**src/rtl/gobou_ctrl_pkg.sv**
```systemverilog
// Shared types, default widths and helpers for the gobou fully-connected layer sequencer.
package gobou_ctrl_pkg;
    localparam int DEF_CORE     = 16;
    localparam int DEF_DWIDTH   = 16;
    localparam int DEF_IMGSIZE  = 12;
    localparam int DEF_NETSIZE  = 14;
    localparam int DEF_LWIDTH   = 10;
    localparam int DEF_RD_LAT   = 1;
    localparam int DEF_MAC_LAT  = 2;
    localparam int DEF_BIAS_LAT = 1;

    typedef enum logic [2:0] {IDLE, ACCUM, BIAS, DRAIN, WRITE, DONE} state_t;

    typedef struct packed {
        logic first;
        logic vld;
        logic last;
    } token_t;

    // Number of lanes written back for a group when rem outputs are still pending.
    function automatic int unsigned group_len(input int unsigned core, input int unsigned rem);
        return (rem < core) ? rem : core;
    endfunction

    function automatic int sel_width(input int core);
        return (core > 1) ? $clog2(core) : 1;
    endfunction
endpackage

```
**src/rtl/gobou_ctrl_seq_if.sv**
```systemverilog
// Host configuration/handshake plus memory and datapath control bundle of the gobou sequencer.
interface gobou_ctrl_seq_if
    import gobou_ctrl_pkg::*;
#(
    parameter int CORE    = DEF_CORE,
    parameter int IMGSIZE = DEF_IMGSIZE,
    parameter int NETSIZE = DEF_NETSIZE,
    parameter int LWIDTH  = DEF_LWIDTH
);
    localparam int SELW = sel_width(CORE);

    logic               req;
    logic               ack;
    logic               relu_en;
    logic [LWIDTH-1:0]  total_in;
    logic [LWIDTH-1:0]  total_out;
    logic [IMGSIZE-1:0] input_addr;
    logic [IMGSIZE-1:0] output_addr;
    logic [NETSIZE-1:0] net_base;
    logic [IMGSIZE-1:0] mem_img_addr;
    logic               mem_img_we;
    logic [NETSIZE-1:0] mem_net_addr;
    logic               accum_rst;
    logic               accum_we;
    logic               breg_we;
    logic               mac_oe;
    logic               bias_oe;
    logic               relu_oe;
    logic               relu_bypass;
    logic               serial_we;
    logic [SELW-1:0]    serial_sel;

    modport master (
        input  req, relu_en, total_in, total_out, input_addr, output_addr, net_base,
        output ack, mem_img_addr, mem_img_we, mem_net_addr, accum_rst, accum_we,
               breg_we, mac_oe, bias_oe, relu_oe, relu_bypass, serial_we, serial_sel
    );

    modport slave (
        output req, relu_en, total_in, total_out, input_addr, output_addr, net_base,
        input  ack, mem_img_addr, mem_img_we, mem_net_addr, accum_rst, accum_we,
               breg_we, mac_oe, bias_oe, relu_oe, relu_bypass, serial_we, serial_sel
    );
endinterface

```
**src/rtl/gobou_token_pipe.sv**
```systemverilog
// Fixed-depth shift of a begin/valid/end token; DEPTH=0 is a straight wire.
module gobou_token_pipe
    import gobou_ctrl_pkg::*;
#(
    parameter int DEPTH = 1
) (
    input  logic   clk,
    input  logic   rst,
    input  token_t tok_in,
    output token_t tok_out
);
    generate
        if (DEPTH == 0) begin : g_bypass
            logic unused_clk_rst;
            assign unused_clk_rst = clk ^ rst;
            assign tok_out = tok_in;
        end else begin : g_shift
            token_t stage_reg [DEPTH];
            always_ff @(posedge clk) begin
                if (rst) begin
                    for (int i = 0; i < DEPTH; i++) stage_reg[i] <= '0;
                end else begin
                    stage_reg[0] <= tok_in;
                    for (int i = 1; i < DEPTH; i++) stage_reg[i] <= stage_reg[i-1];
                end
            end
            assign tok_out = stage_reg[DEPTH-1];
        end
    endgenerate
endmodule

```
**src/rtl/gobou_ctrl_seq.sv**
```systemverilog
// Group-wise sequencer for the gobou FC layer: accumulate, bias, drain, serial write-back.
// Optional cycle counter output enabled with GOBOU_CTRL_PERF_EN.
module gobou_ctrl_seq
    import gobou_ctrl_pkg::*;
#(
    parameter int CORE     = DEF_CORE,
    parameter int DWIDTH   = DEF_DWIDTH,
    parameter int IMGSIZE  = DEF_IMGSIZE,
    parameter int NETSIZE  = DEF_NETSIZE,
    parameter int LWIDTH   = DEF_LWIDTH,
    parameter int RD_LAT   = DEF_RD_LAT,
    parameter int MAC_LAT  = DEF_MAC_LAT,
    parameter int BIAS_LAT = DEF_BIAS_LAT
) (
    input  logic clk,
    input  logic rst,
    gobou_ctrl_seq_if.master bus
`ifdef GOBOU_CTRL_PERF_EN
    ,
    output logic [31:0] cycle_cnt
`endif
);
    localparam int SELW = sel_width(CORE);
    localparam int CW   = LWIDTH + 1;
    localparam int unused_dwidth = DWIDTH;

    state_t             state_reg, state_next;
    logic [LWIDTH-1:0]  in_cnt_reg, in_cnt_next;
    logic [SELW-1:0]    k_reg, k_next;
    logic [CW-1:0]      out_base_reg, out_base_next;
    logic [NETSIZE-1:0] wbase_reg, wbase_next;
    logic               first_reg, first_next;
    logic [LWIDTH-1:0]  total_in_reg, total_out_reg;
    logic [IMGSIZE-1:0] input_addr_reg, output_addr_reg;
    logic               relu_bypass_reg, mac_oe_reg;
    logic               start;
    token_t             addr_tok, bias_tok, rd_tok, breg_tok, mac_tok, relu_tok;
    logic [CW-1:0]      rem, grp_len;
    logic               last_k;
    logic [IMGSIZE-1:0] img_addr;
    logic [NETSIZE-1:0] net_addr;
    logic               img_we, accum_rst, serial_we;
    logic [SELW-1:0]    serial_sel;
    logic               unused_tok;

    assign rem     = {1'b0, total_out_reg} - out_base_reg;
    assign grp_len = CW'(group_len(CORE, 32'(rem)));
    assign last_k  = (CW'(k_reg) == grp_len - CW'(1));

    always_ff @(posedge clk) begin
        if (rst) begin
            state_reg    <= IDLE;
            in_cnt_reg   <= '0;
            k_reg        <= '0;
            out_base_reg <= '0;
            wbase_reg    <= '0;
            first_reg    <= 1'b0;
        end else begin
            state_reg    <= state_next;
            in_cnt_reg   <= in_cnt_next;
            k_reg        <= k_next;
            out_base_reg <= out_base_next;
            wbase_reg    <= wbase_next;
            first_reg    <= first_next;
        end
    end

    always_comb begin
        state_next    = state_reg;
        in_cnt_next   = in_cnt_reg;
        k_next        = k_reg;
        out_base_next = out_base_reg;
        wbase_next    = wbase_reg;
        first_next    = first_reg;
        start         = 1'b0;
        addr_tok      = '0;
        bias_tok      = '0;
        img_addr      = '0;
        img_we        = 1'b0;
        net_addr      = '0;
        accum_rst     = 1'b0;
        serial_we     = 1'b0;
        serial_sel    = '0;
        case (state_reg)
            IDLE: begin
                if (bus.req) begin
                    start         = 1'b1;
                    out_base_next = '0;
                    wbase_next    = bus.net_base;
                    in_cnt_next   = '0;
                    k_next        = '0;
                    first_next    = 1'b1;
                    state_next    = (bus.total_in == '0 || bus.total_out == '0) ? DONE : ACCUM;
                end
            end
            ACCUM: begin
                // First cycle of each group only clears the lanes; addresses follow.
                if (first_reg) begin
                    accum_rst  = 1'b1;
                    first_next = 1'b0;
                end else begin
                    addr_tok.vld   = 1'b1;
                    addr_tok.first = (in_cnt_reg == '0);
                    addr_tok.last  = (in_cnt_reg == total_in_reg - LWIDTH'(1));
                    img_addr       = input_addr_reg + IMGSIZE'(in_cnt_reg);
                    net_addr       = wbase_reg + NETSIZE'(in_cnt_reg);
                    if (addr_tok.last) begin
                        in_cnt_next = '0;
                        state_next  = BIAS;
                    end else begin
                        in_cnt_next = in_cnt_reg + LWIDTH'(1);
                    end
                end
            end
            BIAS: begin
                net_addr   = wbase_reg + NETSIZE'(total_in_reg);
                bias_tok   = '{first: 1'b1, vld: 1'b1, last: 1'b1};
                state_next = DRAIN;
            end
            DRAIN: begin
                if (relu_tok.vld) begin
                    k_next     = '0;
                    state_next = WRITE;
                end
            end
            WRITE: begin
                serial_we  = 1'b1;
                img_we     = 1'b1;
                serial_sel = k_reg;
                img_addr   = output_addr_reg + IMGSIZE'(out_base_reg) + IMGSIZE'(k_reg);
                if (last_k) begin
                    k_next        = '0;
                    out_base_next = out_base_reg + CW'(CORE);
                    wbase_next    = wbase_reg + NETSIZE'(total_in_reg) + NETSIZE'(1);
                    first_next    = 1'b1;
                    state_next    = (out_base_reg + CW'(CORE) >= {1'b0, total_out_reg}) ? DONE : ACCUM;
                end else begin
                    k_next = k_reg + SELW'(1);
                end
            end
            DONE: state_next = IDLE;
            default: state_next = IDLE;
        endcase
    end

    always_ff @(posedge clk) begin
        if (rst) begin
            total_in_reg    <= '0;
            total_out_reg   <= '0;
            input_addr_reg  <= '0;
            output_addr_reg <= '0;
            relu_bypass_reg <= 1'b0;
        end else if (start) begin
            total_in_reg    <= bus.total_in;
            total_out_reg   <= bus.total_out;
            input_addr_reg  <= bus.input_addr;
            output_addr_reg <= bus.output_addr;
            relu_bypass_reg <= ~bus.relu_en;
        end
    end

    // mac_oe fires one cycle after the last accumulate of the group.
    always_ff @(posedge clk) begin
        if (rst) mac_oe_reg <= 1'b0;
        else     mac_oe_reg <= rd_tok.last;
    end

    gobou_token_pipe #(.DEPTH(RD_LAT)) u_rd_pipe (
        .clk(clk), .rst(rst), .tok_in(addr_tok), .tok_out(rd_tok)
    );
    gobou_token_pipe #(.DEPTH(RD_LAT)) u_breg_pipe (
        .clk(clk), .rst(rst), .tok_in(bias_tok), .tok_out(breg_tok)
    );
    gobou_token_pipe #(.DEPTH(MAC_LAT)) u_mac_pipe (
        .clk(clk), .rst(rst), .tok_in({3{mac_oe_reg}}), .tok_out(mac_tok)
    );
    gobou_token_pipe #(.DEPTH(BIAS_LAT)) u_bias_pipe (
        .clk(clk), .rst(rst), .tok_in(mac_tok), .tok_out(relu_tok)
    );

    assign unused_tok = ^{rd_tok.first, breg_tok.first, breg_tok.last,
                          mac_tok.first, mac_tok.last, relu_tok.first, relu_tok.last};

    assign bus.ack          = (state_reg == IDLE) || (state_reg == DONE);
    assign bus.mem_img_addr = img_addr;
    assign bus.mem_img_we   = img_we;
    assign bus.mem_net_addr = net_addr;
    assign bus.accum_rst    = accum_rst;
    assign bus.accum_we     = rd_tok.vld;
    assign bus.breg_we      = breg_tok.vld;
    assign bus.mac_oe       = mac_oe_reg;
    assign bus.bias_oe      = mac_tok.vld;
    assign bus.relu_oe      = relu_tok.vld;
    assign bus.relu_bypass  = relu_bypass_reg;
    assign bus.serial_we    = serial_we;
    assign bus.serial_sel   = serial_sel;

`ifdef GOBOU_CTRL_PERF_EN
    logic [31:0] cycle_cnt_reg;
    always_ff @(posedge clk) begin
        if (rst)
            cycle_cnt_reg <= '0;
        else if (start)
            cycle_cnt_reg <= '0;
        else if (state_reg != IDLE && state_reg != DONE && cycle_cnt_reg != '1)
            cycle_cnt_reg <= cycle_cnt_reg + 32'd1;
    end
    assign cycle_cnt = cycle_cnt_reg;
`endif
endmodule

```
**src/flat_wrapper.sv**
```systemverilog
// flat-port wrapper written by rule: the top's interface ports become plain ports
module gobou_ctrl_seq_flat import gobou_ctrl_pkg::*;
#(
    parameter int CORE     = DEF_CORE,
    parameter int DWIDTH   = DEF_DWIDTH,
    parameter int IMGSIZE  = DEF_IMGSIZE,
    parameter int NETSIZE  = DEF_NETSIZE,
    parameter int LWIDTH   = DEF_LWIDTH,
    parameter int RD_LAT   = DEF_RD_LAT,
    parameter int MAC_LAT  = DEF_MAC_LAT,
    parameter int BIAS_LAT = DEF_BIAS_LAT
)
  (clk, rst, bus_req, bus_relu_en, bus_total_in, bus_total_out, bus_input_addr, bus_output_addr, bus_net_base, bus_ack, bus_mem_img_addr, bus_mem_img_we, bus_mem_net_addr, bus_accum_rst, bus_accum_we, bus_breg_we, bus_mac_oe, bus_bias_oe, bus_relu_oe, bus_relu_bypass, bus_serial_we, bus_serial_sel);
  gobou_ctrl_seq_if #(.CORE(CORE), .IMGSIZE(IMGSIZE), .NETSIZE(NETSIZE), .LWIDTH(LWIDTH)) bus_i ();
  input  logic clk;
  input  logic rst;
  input wire logic [$bits(bus_i.req)-1:0] bus_req;
  input wire logic [$bits(bus_i.relu_en)-1:0] bus_relu_en;
  input wire logic [$bits(bus_i.total_in)-1:0] bus_total_in;
  input wire logic [$bits(bus_i.total_out)-1:0] bus_total_out;
  input wire logic [$bits(bus_i.input_addr)-1:0] bus_input_addr;
  input wire logic [$bits(bus_i.output_addr)-1:0] bus_output_addr;
  input wire logic [$bits(bus_i.net_base)-1:0] bus_net_base;
  output wire logic [$bits(bus_i.ack)-1:0] bus_ack;
  output wire logic [$bits(bus_i.mem_img_addr)-1:0] bus_mem_img_addr;
  output wire logic [$bits(bus_i.mem_img_we)-1:0] bus_mem_img_we;
  output wire logic [$bits(bus_i.mem_net_addr)-1:0] bus_mem_net_addr;
  output wire logic [$bits(bus_i.accum_rst)-1:0] bus_accum_rst;
  output wire logic [$bits(bus_i.accum_we)-1:0] bus_accum_we;
  output wire logic [$bits(bus_i.breg_we)-1:0] bus_breg_we;
  output wire logic [$bits(bus_i.mac_oe)-1:0] bus_mac_oe;
  output wire logic [$bits(bus_i.bias_oe)-1:0] bus_bias_oe;
  output wire logic [$bits(bus_i.relu_oe)-1:0] bus_relu_oe;
  output wire logic [$bits(bus_i.relu_bypass)-1:0] bus_relu_bypass;
  output wire logic [$bits(bus_i.serial_we)-1:0] bus_serial_we;
  output wire logic [$bits(bus_i.serial_sel)-1:0] bus_serial_sel;
  assign bus_i.req = bus_req;
  assign bus_i.relu_en = bus_relu_en;
  assign bus_i.total_in = bus_total_in;
  assign bus_i.total_out = bus_total_out;
  assign bus_i.input_addr = bus_input_addr;
  assign bus_i.output_addr = bus_output_addr;
  assign bus_i.net_base = bus_net_base;
  assign bus_ack = bus_i.ack;
  assign bus_mem_img_addr = bus_i.mem_img_addr;
  assign bus_mem_img_we = bus_i.mem_img_we;
  assign bus_mem_net_addr = bus_i.mem_net_addr;
  assign bus_accum_rst = bus_i.accum_rst;
  assign bus_accum_we = bus_i.accum_we;
  assign bus_breg_we = bus_i.breg_we;
  assign bus_mac_oe = bus_i.mac_oe;
  assign bus_bias_oe = bus_i.bias_oe;
  assign bus_relu_oe = bus_i.relu_oe;
  assign bus_relu_bypass = bus_i.relu_bypass;
  assign bus_serial_we = bus_i.serial_we;
  assign bus_serial_sel = bus_i.serial_sel;
  gobou_ctrl_seq #(.CORE(CORE), .DWIDTH(DWIDTH), .IMGSIZE(IMGSIZE), .NETSIZE(NETSIZE), .LWIDTH(LWIDTH), .RD_LAT(RD_LAT), .MAC_LAT(MAC_LAT), .BIAS_LAT(BIAS_LAT)) u_core (.clk(clk), .rst(rst), .bus(bus_i));
endmodule
```
**config.mk**
```make
export PLATFORM = sky130hd
export DESIGN_NAME = gobou_ctrl_seq_flat
export DESIGN_NICKNAME = d
export VERILOG_FILES = /design/src/rtl/gobou_ctrl_pkg.sv /design/src/rtl/gobou_ctrl_seq_if.sv /design/src/rtl/gobou_token_pipe.sv /design/src/rtl/gobou_ctrl_seq.sv /design/src/flat_wrapper.sv
export SDC_FILE = /design/constraint.sdc
export NUM_CORES = 1
export LEC_CHECK = 0
export BUFFER_PORTS_ARGS = -buffer_cell sky130_fd_sc_hd__clkbuf_2
export CORE_ASPECT_RATIO = 0.6
export CORE_UTILIZATION = 59
export DETAILED_ROUTE_END_ITERATION = 8
export PLACE_DENSITY = 0.85
export REMOVE_ABC_BUFFERS = 1
export SYNTH_ARGS = -nofsm -noshare
export SYNTH_HDL_FRONTEND = slang
export SYNTH_SLANG_ARGS = --single-unit
```
**constraint.sdc**
```tcl
create_clock -name clk -period 5.2 [get_ports clk]
set_input_delay 0.52 -clock clk [delete_from_list [all_inputs] [get_ports clk]]
set_output_delay 0.52 -clock clk [all_outputs]
set_load 0.01 [all_outputs]
```
Yosys cells after proc, flatten, opt, wreduce, memory -nomap -nowiden
Memories as Yosys holds them, arrays and structs flattened.
Cells that the tools add are included.
{"block": "word_totals", "reg_bits": 89, "mem_bits_rw": 15, "word_cells": 113, "mem_count": 4}
{"name": "u_core.u_mac_pipe.g_shift.stage_reg", "depth": 2, "width": 3, "read_ports": 2, "rd_clocked_by_memory_dff": 0, "wr": 2, "line_no": "gobou_token_pipe.sv:18", "text": "token_t stage_reg [DEPTH];"}
{"name": "u_core.u_bias_pipe.g_shift.stage_reg", "depth": 1, "width": 3, "read_ports": 1, "rd_clocked_by_memory_dff": 0, "wr": 1, "line_no": "gobou_token_pipe.sv:18"}
{"name": "u_core.u_breg_pipe.g_shift.stage_reg", "depth": 1, "width": 3, "read_ports": 1, "rd_clocked_by_memory_dff": 0, "wr": 1, "line_no": "gobou_token_pipe.sv:18"}
{"name": "u_core.u_rd_pipe.g_shift.stage_reg", "depth": 1, "width": 3, "read_ports": 1, "rd_clocked_by_memory_dff": 0, "wr": 1, "line_no": "gobou_token_pipe.sv:18"}
{"block": "classes", "addsub": 12, "order_cmp": 2, "eq_ne": 12, "mux": 50, "bitwise_logic": 3, "n_reduce_logical": 18}
{"operator": "one-hot mux 14 bit (2 select lines)", "count": 2}
{"operator": "2-to-1 mux 3 bit", "count": 15}
{"operator": "2-to-1 mux 14 bit", "count": 3}
{"operator": "2-to-1 mux 11 bit", "count": 3}
{"operator": "logical NOT 10 bit", "count": 3}
{"operator": "2-to-1 mux 10 bit", "count": 3}
{"operator": "adder 14 x 10 -> 14 bit", "count": 2}
{"operator": "one-hot mux 12 bit (2 select lines)", "count": 1}
{"operator": "one-hot mux 11 bit (2 select lines)", "count": 1}
{"operator": "one-hot mux 10 bit (2 select lines)", "count": 1}
{"operator": "2-to-1 mux 4 bit", "count": 4}
{"operator": "one-hot mux 3 bit (5 select lines)", "count": 1}
{"operator": "adder 14 x 1 -> 14 bit (second input constant)", "count": 1}
{"operator": "2-to-1 mux 1 bit", "count": 13}
{"operator": "adder 12 x 10 -> 12 bit", "count": 1}
{"operator": "adder 12 x 11 -> 12 bit", "count": 1}
{"operator": "adder 12 x 4 -> 12 bit", "count": 1}
{"operator": "2-to-1 mux 12 bit", "count": 1}
{"operator": "one-hot mux 4 bit (3 select lines)", "count": 1}
{"operator": "AND reduction 3 bit", "count": 4}
{"operator": "adder 11 x 5 -> 11 bit (second input constant)", "count": 1}
{"operator": "== test 4 x 11 -> 1 bit", "count": 1}
{"operator": ">= comparator 11 x 10 -> 1 bit", "count": 1}
{"operator": "less-than comparator 11 x 5 -> 1 bit (second input constant)", "count": 1}
{"operator": "20 further kinds", "count": 31}

Logic depth before layout (Yosys ltp)
{"block": "logic_depth", "word_depth": 7, "mapped_depth": 19, "depth_no_buf": 18}

Hierarchy
Synthesis repeated with hierarchy kept, for this count alone.
{"block": "hier_totals", "cells_unflattened": 952, "area_unflattened_um2": 7604.8}
{"module": "gobou_ctrl_seq", "n_inst": 1, "cells_each": 919, "area_each_um2": 7188.1, "seq_area_each_um2": 1701.6}
{"module": "gobou_token_pipe at u_core.u_bias_pipe ...", "n_inst": 3, "cells_each": 6, "area_each_um2": 78.8, "seq_area_each_um2": 60.1}
{"module": "gobou_token_pipe at u_core.u_mac_pipe", "n_inst": 1, "cells_each": 15, "area_each_um2": 180.2, "seq_area_each_um2": 120.1}

Worst setup path after synthesis
No wires, ideal clock.
{"block": "synth_timing", "kind": "reg-to-reg", "start": "register u_core.out_base_reg[5]", "end": "register u_core.wbase_reg[9]", "setup_time_ns": 0.128, "arrival_time_ns": 3.561, "path_slack_ns": 1.512, "stages_incl_launch_ff": 18, "path_buffers": 1, "period_less_slack_ns": 3.688, "path_cell_list": "dfxtp_1 -> inv_1 -> ha_1 -> a21oi_1 -> o211ai_1 -> a211o_1 -> a2111oi_2 -> and2_2 -> nand2_1 -> ha_1 -> xnor2_1 -> nor2_1 -> nor4b_1 -> a31oi_2 -> o31ai_4 -> buf_4 -> mux2i_1 -> nor2_1"}
{"block": "synth_between", "elab_chain_cells": 7}
{"element": "start: declaration", "line_no": "gobou_ctrl_seq.sv:30", "text": "logic [CW-1:0] out_base_reg, out_base_next;"}
{"element": "start signal: assignment", "line_no": "gobou_ctrl_seq.sv:62", "text": "out_base_reg <= out_base_next;"}
{"element": "subtractor 10 x 11 -> 11 bit *", "line_no": "gobou_ctrl_seq.sv:46", "text": "assign rem = {1'b0, total_out_reg} - out_base_reg;"}
{"element": "less-than comparator 11 x 5 -> 1 bit", "line_no": "gobou_ctrl_pkg.sv:22", "text": "return (rem < core) ? rem : core;"}
{"element": "2-to-1 mux 11 bit *", "line_no": "gobou_ctrl_pkg.sv:22"}
{"element": "subtractor 11 x 1 -> 11 bit *", "line_no": "gobou_ctrl_seq.sv:48", "text": "assign last_k = (CW'(k_reg) == grp_len - CW'(1));"}
{"element": "== test 4 x 11 -> 1 bit *", "line_no": "gobou_ctrl_seq.sv:48"}
{"element": "!= test 2 x 1 -> 1 bit (no source line) *"}
{"element": "AND reduction 3 bit (no source line) *"}
{"element": "end signal: assignment", "line_no": "gobou_ctrl_seq.sv:63", "text": "wbase_reg <= wbase_next;"}
{"element": "end: declaration", "line_no": "gobou_ctrl_seq.sv:31", "text": "logic [NETSIZE-1:0] wbase_reg, wbase_next;"}
Mark *: on every way between the ends. The rest lies on a longest branch, timed or not.
A chain may end at the register's enable or synchronous reset.

Worst setup path after layout
{"block": "layout_timing", "start": "register u_core.in_cnt_reg[1]", "end": "output bus_mem_net_addr[13]"}
{"block": "layout_between", "elab_chain_cells": 3}
{"element": "start: declaration", "line_no": "gobou_ctrl_seq.sv:28", "text": "logic [LWIDTH-1:0] in_cnt_reg, in_cnt_next;"}
{"element": "start signal: assignment", "line_no": "gobou_ctrl_seq.sv:60", "text": "in_cnt_reg <= in_cnt_next;"}
{"element": "adder 14 x 10 -> 14 bit", "line_no": "gobou_ctrl_seq.sv:106", "text": "net_addr = wbase_reg + NETSIZE'(in_cnt_reg);"}
{"element": "2-to-1 mux 14 bit", "line_no": "gobou_ctrl_seq.sv:98", "text": "if (first_reg) begin"}
{"element": "one-hot mux 14 bit (2 select lines)", "line_no": "gobou_ctrl_seq.sv:84", "text": "case (state_reg)"}
{"element": "end: declaration", "line_no": "flat_wrapper.sv:27", "text": "output wire logic [$bits(bus_i.mem_net_addr)-1:0] bus_mem_net_addr;"}
Every way passes these cells.

==> results.py <==
metrics = {
    "run_status": {
        "run_status": "finished, final reports clean",
    },
    "finish": {
        "largest_register_ff_count": 14,
        "seqCellArea_um2": 1820,
        "finalNetCount": 1110,
        "fillCellCount": 969,
        "diodes": 0,
        "drive_gt1_frac": 0.150,
        "syn_to_final_growth_pct": 12.5,
        "multiInputGateArea_um2": 4890,
    },
    "routing": {
        "antenna_left": 0,
        "firstDrtPassIters": 6,
        "drtIter0Drc": 666,
        "routed_wl_um": 18600,
        "routedWlPerCell_um": 16.4,
        "drc_errors": 0,
        "via_per_inst": 5.89,
        "vias": 6700,
    },
    "global_routing": {
        "busiest_layer": "met1",
        "grtUsageMet1": 0.477,
        "grt_max_degree": 50,
        "grtUsageMet2": 0.445,
        "antenna_found_initial": 0,
        "grt_use_met3": 0.0796,
        "gr-total-overflow": 0,
        "grt_usage": 0.315,
        "grt_pass1_wl_um": 30200,
        "grt_pass1_vias": 5939,
    },
    "yosys": {
        "synth_area_um2": 6980,
        "synth_edf_count": 0,
        "synth.most_common_cell": "nand2_1",
        "ys_seq_area_frac": 0.261,
        "synthFlopType": "dfxtp_1",
        "ys_async_sr_fraction": 0,
        "ys_types": 70,
        "synthCells": 898,
        "ys_seq_elements": 91,
        "synth.top_cell.area_share": 0.261,
        "syn_area_per_cell_um2": 7.77,
        "synth_top_cells_by_area": "dfxtp_1, ha_1, nand2_1",
        "ys_warn_count": 0,
        "yosysTopAreaCell": "dfxtp_1",
        "ys_top_cells_by_count": "nand2_1, a21oi_1, dfxtp_1",
    },
    "floorplan": {
        "die-area_um2": 12300,
        "die_h_um": 86.3,
        "die_x_um": 142,
        "start_util": 0.612,
        "design.core.area_um2": 11400,
        "io_pins": 102,
        "rows": 30,
    },
    "clock_tree": {
        "cts.clk_slew.worst_paths_ns": 0.06,
        "cts_resized": 0,
        "insertion_delay_ns": 0.34,
        "cts_root_buffer": "clkbuf_16",
        "postCtsHoldBufs": 0,
        "clock_sinks": 91,
        "cts_max_level": 3,
        "cts_buffers": 9,
        "post_cts_buffers": 0,
        "cts_buffer_depth": 2,
        "cts_tree": "built",
    },
    "sta": {
        "rsz0062_at_grt": "no",
        "finClkSkew_ns": 0.00526,
        "fmax_mhz": 230,
        "slew_headroom": 0.123,
        "fin_crit_sh": 0.837,
        "fin_setup_tns_ns": 0,
        "setup_viol": 0,
        "worstMarginPinSlew_ns": 1.30,
        "drv_slew": 0,
        "finalCriticalPeriod_ns": 4.35,
        "hold_viol_final": 0,
    },
    "worst_hold_path": {
        "min_path_type": "in -> reg",
        "whs_path_depth": 2,
    },
    "setup_path": {
        "worstPathArrival_ns": 3.83,
        "slowest_stage": "a2111oi_0",
        "crit_path_cell_trace": "ha_1 > a21o_1 > a21oi_1 > o21bai_1 > a2111oi_0 > o31ai_1 > a21oi_1 > o22ai_1 > a41oi_1 > a31oi_1 > clkbuf_2",
        "cp.required_ns": 4.68,
        "worst_path_most_repeated_cell": "a21oi_1",
        "cp-end-kind": "output port",
        "startpoint_type": "register",
        "cp_max_fo": 8,
        "crit_type": "reg -> out",
        "slowest_delay_ns": 0.78,
        "rr_worst_depth": 17,
    },
    "power_and_ir_drop": {
        "total_power_mw": 1.91,
        "p_leak_nw": 3.37,
        "power_density_nw_per_um2": 243,
        "ir_worst_vdd_uv": 157,
    },
    "flow_run": {
        "maxCapViolations": 0,
    },
    "place": {
        "portBuffers": 101,
        "dp_hpwl_um": 13900,
        "globalplace.congestion": 0.911,
    },
}
## through the flow
step	instance area (um^2)	util	setup WS (ns)	hold WS [ns]	cells
after global routing	7860	0.688	0.367	0.340	1138
after floorplan	6800	-	1.00	0.414	855
after global placement	7560	0.663	1.08	0.415	1122
after detailed placement	7560	0.663	0.926	0.430	1122
after CTS	7860	0.688	0.914	0.344	1138
final	7860	0.688	0.848	0.353	1138
## placed cells by master (no fill, tap or decap), drive strengths merged, types with 7 or more instances in the layout
cell	n
nor4	10
xnor2	58
inv	26
xor2	31
buf	7
ha	71
o22ai	13
nor3	19
nand3	16
nand2b	10
a31oi	7
nor2	68
dfxtp	91
nor2b	10
o21bai	10
mux2i	8
nand2	146
a21oi	95
a21o	14
and3	9
clkbuf	110
a211oi	12
o21ai	40
## where the power goes
| part | internal, mW | switching [mW] |
|---|---|---|
| Clock | 0.373 | 0.283 |
| Combinational | 0.191 | 0.272 |
| Sequential | 0.736 | 0.0510 |
| Total | 1.30 | 0.606 |
## final timing paths
check / start / end / slack [ns]
hold reg to reg: u_core.u_mac_pipe.g_shift.stage_reg[0][1]$_SDFF_PP0_ / u_core.u_mac_pipe.g_shift.stage_reg[0][4]$_SDFF_PP0_ / 0.44
setup reg to reg: u_core.out_base_reg[4]$_SDFFE_PP0P_ / u_core.wbase_reg[5]$_SDFFE_PP0P_ / 0.89
setup / recovery: u_core.in_cnt_reg[1]$_SDFFE_PP0P_ / bus_mem_net_addr[13] / 0.85
hold / removal: bus_relu_en / u_core.bus.relu_bypass$_SDFFE_PP0P_ / 0.35
## layout make-up
class	instances	share of cell area
multi-input combinational	737	0.622
sequential	91	0.232
timing repair buffer	107	0.0701
clock buffer	10	0.0291
tap	160	0.0255
inverter	27	0.0129
clock inverter	6	0.00844
## layer usage
metal,share of wire,wire [um]
met3,0.098,1820
met2,0.39,7330
met5,0,0
met1,0.50,9320
met4,0.0083,155
## worst max-delay path, delay by kind of cell (launching register included)
kind                       cells  cell delay, ns
AOI/OAI and AO/OA              9            2.43
adders and majority gates      1            0.32
buffers and inverters          1            0.15
DFF                            1            0.57
## kinds of logic after synthesis
kind of cell / synth area share
compound gates: 0.218
xor+xnor: 0.112
fa+ha+maj: 0.139
buf+inv: 0.0401
flops: 0.261
mux: 0.0168
other cells: 0.00108
simple gates: 0.213
Note: power is estimated with default switching activity, not from simulation.
